===== config.mk =====
export PLATFORM = sky130hd
export DESIGN_NAME = uart_tx_arbiter
export DESIGN_NICKNAME = d
export VERILOG_FILES = /design/src/rtl/uart_tx_arbiter.sv
export SDC_FILE = /design/constraint.sdc
export NUM_CORES = 1
export LEC_CHECK = 0
export ABC_AREA = 0
export BUFFER_PORTS_ARGS = -buffer_cell sky130_fd_sc_hd__buf_2
export CAP_MARGIN = 20
export CORE_MARGIN = 1.5
export CORE_UTILIZATION = 45
export DETAILED_ROUTE_END_ITERATION = 10
export GPL_ROUTABILITY_DRIVEN = 0
export HOLD_SLACK_MARGIN = 0.15
export PLACE_DENSITY = 0.76
export SYNTH_ARGS = -nofsm -noshare
export SYNTH_HDL_FRONTEND = slang
export SYNTH_SLANG_ARGS = --single-unit

===== constraint.sdc =====
create_clock -name clk_i -period 4.82 [get_ports clk_i]
set_clock_uncertainty 0.1 [all_clocks]
set_input_delay 0.964 -clock clk_i [delete_from_list [all_inputs] [get_ports clk_i]]
set_output_delay 0.964 -clock clk_i [all_outputs]
set_load 0.005 [all_outputs]

===== src/rtl/uart_tx_arbiter.sv =====
// Round-robin arbiter feeding bytes from four requesters into one UART TX serializer.
// Define UART_ARB_PRIORITY_EN to make requester 0 always win over the round-robin pool.
module uart_tx_arbiter #(
  parameter int N_REQ       = 4,
  parameter int ACK_TIMEOUT = 16
) (
  input  logic               clk_i,
  input  logic               rst_i,
  input  logic [N_REQ-1:0]   req_i,
  input  logic [8*N_REQ-1:0] req_data_i,
  output logic [N_REQ-1:0]   gnt_o,
  output logic               tx_start_o,
  output logic [7:0]         tx_data_o,
  input  logic               tx_busy_i,
  output logic [1:0]         cur_id_o,
  output logic               arb_busy_o,
  output logic               err_o
);

  localparam int CNT_W = $clog2(ACK_TIMEOUT + 1);

  typedef enum logic [1:0] {
    IDLE,
    WAIT_ACK,
    WAIT_DONE
  } state_e;

  state_e             state_q, state_d;
  logic [N_REQ-1:0]   gnt_q, gnt_d;
  logic               tx_start_q, tx_start_d;
  logic [7:0]         tx_data_q, tx_data_d;
  logic [1:0]         cur_id_q, cur_id_d;
  logic [1:0]         last_q, last_d;
  logic               err_q, err_d;
  logic [CNT_W-1:0]   cnt_q, cnt_d;

  logic [CNT_W-1:0]   cnt_inc;
  logic               win_valid;
  logic [1:0]         win_id;
  logic [1:0]         cand;
  logic               launch;
  logic               timeout;

  // Search starts just past the last winner, so a requester that keeps REQ high
  // after its grant goes to the back of the queue.
  always_comb begin
    win_valid = 1'b0;
    win_id    = 2'd0;
    cand      = 2'd0;
    for (int k = 1; k <= N_REQ; k++) begin
      cand = last_q + 2'(k);
      if (!win_valid && req_i[cand]) begin
        win_valid = 1'b1;
        win_id    = cand;
      end
    end
`ifdef UART_ARB_PRIORITY_EN
    if (req_i[0]) begin
      win_valid = 1'b1;
      win_id    = 2'd0;
    end
`endif
  end

  assign cnt_inc = cnt_q + CNT_W'(1);
  assign launch  = (state_q == IDLE) && !tx_busy_i && win_valid;
  assign timeout = (state_q == WAIT_ACK) && !tx_busy_i && (cnt_inc == CNT_W'(ACK_TIMEOUT));

  always_ff @(posedge clk_i) begin
    if (rst_i) begin
      state_q    <= IDLE;
      gnt_q      <= '0;
      tx_start_q <= 1'b0;
      tx_data_q  <= 8'h00;
      cur_id_q   <= 2'd0;
      last_q     <= 2'd3;
      err_q      <= 1'b0;
      cnt_q      <= '0;
    end else begin
      state_q    <= state_d;
      gnt_q      <= gnt_d;
      tx_start_q <= tx_start_d;
      tx_data_q  <= tx_data_d;
      cur_id_q   <= cur_id_d;
      last_q     <= last_d;
      err_q      <= err_d;
      cnt_q      <= cnt_d;
    end
  end

  always_comb begin
    state_d = state_q;
    case (state_q)
      IDLE:      if (launch) state_d = WAIT_ACK;
      WAIT_ACK: begin
        if (tx_busy_i)    state_d = WAIT_DONE;
        else if (timeout) state_d = IDLE;
      end
      WAIT_DONE: if (!tx_busy_i) state_d = IDLE;
      default:   state_d = IDLE;
    endcase
  end

  // A timed-out byte is dropped; LAST keeps the dropped winner so it is not retried first.
  always_comb begin
    gnt_d      = '0;
    tx_start_d = 1'b0;
    tx_data_d  = tx_data_q;
    cur_id_d   = cur_id_q;
    last_d     = last_q;
    err_d      = 1'b0;
    cnt_d      = cnt_q;
    if (launch) begin
      gnt_d[win_id] = 1'b1;
      tx_start_d    = 1'b1;
      tx_data_d     = req_data_i[{win_id, 3'b000} +: 8];
      cur_id_d      = win_id;
      last_d        = win_id;
      cnt_d         = '0;
    end else if (state_q == WAIT_ACK) begin
      cnt_d = cnt_inc;
      err_d = timeout;
    end
  end

  assign gnt_o      = gnt_q;
  assign tx_start_o = tx_start_q;
  assign tx_data_o  = tx_data_q;
  assign cur_id_o   = cur_id_q;
  assign arb_busy_o = (state_q != IDLE);
  assign err_o      = err_q;

endmodule

==> flow_summary.json <==
{
  "avgViaCountPerCell": 5.52,
  "leakage_nw": 0.797,
  "synth_common_cells": "25 x dfxtp_1, 16 x nor2_1, 15 x nand2_1",
  "ys_ff_latch": 25,
  "die_area_mm2": 0.00330,
  "synth_top_cell_area_share": 0.375,
  "overflow": 0,
  "io_pins": 56,
  "dp_hpwl_um": 2390,
  "synthCells": 145,
  "synth_largest_area_cell": "dfxtp_1",
  "post-route-min-period_ns": 2.47,
  "postSynth.asyncResetShare": 0,
  "cp-start-kind": "input port",
  "ctsRootBufferMaster": "clkbuf_4",
  "gr-max-usage-layer": "met2",
  "wl_per_cell_um": 13.3,
  "slew_headroom": 0.418,
  "start_util": 0.480,
  "dp_cells": 226,
  "nNetsFinal": 241,
  "drcViolationCount": 0,
  "totalWireLength_um": 3060,
  "status": "completed",
  "cts_tree": "built",
  "drive_above_1_share": 0.367,
  "cp_top_family": "simple AND/OR/NAND/NOR gates",
  "setup_tns_ns": 0,
  "clk_path_buf_depth": 2,
  "hp-class": "reg2reg",
  "min_delay_worst_endpoint": "cur_id_o[1]$_SDFFE_PP0P_",
  "synth.avg_cell_area_um2": 9.21,
  "first_pass_iters": 4,
  "worstSetupPathType": "in2reg",
  "grtUsageTotal": 0.190,
  "synth_cell_type_count": 34,
  "crit_slowest_cell": "nor3_4",
  "htree_levels": 1,
  "rr_endpoint": "tx_data_o[1]$_SDFFE_PP0P_",
  "clk_latency_ns": 0.32,
  "r2r_cells": 5,
  "cts_hold_buf": 0,
  "clock-sinks": 25,
  "synth_area_leaders": "dfxtp_1 37%, mux2i_1 6.0%, a21o_1 5.6%",
  "hold_viol": 0,
  "drt-initial-drc-count": 13,
  "die_h_um": 57.5,
  "fmax_ghz": 0.406,
  "final-max-slew-violation-count": 0,
  "cp_num_buf_inv": 1,
  "vias": 1269,
  "port_buffers": 55,
  "grtUsageMet1": 0.232,
  "ys_seq_area_frac": 0.375,
  "synth_edf_count": 0,
  "tightest_slew_ns": 0.864,
  "final_cells": 230,
  "grtUsageMet3": 0.0431,
  "syn-cell-area_mm2": 0.00134,
  "grt_pass1_wl_um": 4990,
  "yosys_warnings": 0,
  "die_w_um": 57.5,
  "hold_start": "cur_id_o[1]$_SDFFE_PP0P_",
  "grt_pass1_vias": 1162,
  "holdPathStages": 2,
  "clk_pin_slew_worst_paths_ns": 0.14,
  "drtAntennaViolNets": 0,
  "drv_cap": 0,
  "numCtsBuffers": 3,
  "cts_setup_buffers": 0,
  "vdd_drop_max_mv": 0.144,
  "yosysMostFrequentCell": "dfxtp_1",
  "cp.arrival_ns": 2.57,
  "num_rows": 19,
  "grt_max_degree": 16,
  "endpoint_kind": "register",
  "coreArea_mm2": 0.00278,
  "crit_chain": "buf_2 > nor2b_4 > o21a_1 > nor3_4 > mux2i_1 > o211ai_2",
  "worst-path-max-fanout": 12,
  "diodes": 0,
  "antenna_found_initial": 0,
  "post_cts_resized": 0,
  "fin_hold_ws_ns": 0.348,
  "rsz0062_at_grt": "false",
  "pwr_density_cell_mw_per_mm2": 263,
  "finalSetupViolCount": 0,
  "syn-num-nets": 186,
  "r2r_start": "last_q[0]$_SDFFE_PP1P_",
  "cp_slowest_stage_delay_ns": 0.62,
  "timing.final.crit_share": 0.512,
  "cp_data_required_time_ns": 4.93,
  "area_growth_pct": 23.3,
  "met2_usage": 0.328,
  "r2r_slack_ns": 2.78,
  "synth_ff_type": "dfxtp_1"
}
==> routing by layer <==
metal  up-vias  routed length (um)
li1        639                   -
met1       576                1330
met2        50                1410
met3         4                 288
met4         0                  29
met5         -                   0
==> kinds of logic after synthesis <==
family | synth area share
mux | 0.0600
simple gates | 0.233
xor+xnor | 0.0459
buf+inv | 0.0272
flops | 0.375
compound gates | 0.240
fa+ha+maj | 0.0187
==> through the flow <==
step | utilization | setup WS (ns) | total power [mW] | area (um2)
after CTS | 0.592 | 2.33 | 0.440 | 1650
final | 0.592 | 2.35 | 0.433 | 1650
after global placement | 0.581 | 2.08 | 0.338 | 1620
after detailed placement | 0.581 | 1.97 | 0.341 | 1620
after floorplan | - | 2.50 | 0.304 | 1340
after global routing | 0.592 | 2.25 | 0.457 | 1650
==> cell usage in the layout, fill, tap and decap left out, drive strengths merged, types with 2 or more instances in the layout <==
master / instances
a21o: 10
a21oi: 5
o21a: 3
clkbuf: 3
nor3b: 2
o21ai: 5
dfxtp: 25
nor2b: 3
nor3: 2
mux2i: 8
nand2: 15
o31ai: 8
buf: 55
and3: 2
nand4: 9
xnor2: 2
nand2b: 3
o211ai: 8
nor2: 16
ha: 2
xor2: 5
==> worst min-delay path: cells and delay by family (launching register included) <==
kind,cells,cell delay [ns]
simple gates,2,0.09
flops,1,0.33
==> worst max-delay path by stage <==
stage	start	end	slack, ns	cells after the start
2_1_floorplan	req_i[3]	tx_data_o[1]$_SDFFE_PP0P_	2.50	7
3_5_place_dp	req_i[3]	tx_data_o[1]$_SDFFE_PP0P_	1.97	6
6_report	req_i[3]	tx_data_o[1]$_SDFFE_PP0P_	2.35	6
5_1_grt	req_i[3]	tx_data_o[1]$_SDFFE_PP0P_	2.25	6
4_1_cts	req_i[3]	tx_data_o[1]$_SDFFE_PP0P_	2.33	6
3_3_place_gp	req_i[3]	tx_data_o[5]$_SDFFE_PP0P_	2.08	6
==> area by class of cell <==
| cell class | instances | area, um2 |
|---|---|---|
| fillers | 264 | 1130 |
| multi-input cells | 114 | 798 |
| flip-flops and latches | 25 | 500 |
| repair buffers | 55 | 275 |
| well taps | 31 | 38.8 |
| clock buffers | 3 | 22.5 |
| clock inverters | 1 | 7.51 |
| inverters | 1 | 3.75 |
==> registers in the layout (all words and copies together) (netlist names) <==
name	cells
cnt_q	5
cur_id_o	2
err_o	1
gnt_o	4
last_q	2
state_q	2
tx_data_o	8
tx_start_o	1
==> power by group <==
part	switching [mW]	internal, mW
Sequential	0.00947	0.221
Combinational	0.0553	0.0498
Clock	0.0657	0.0317
Power figures use the tool's default switching activity.
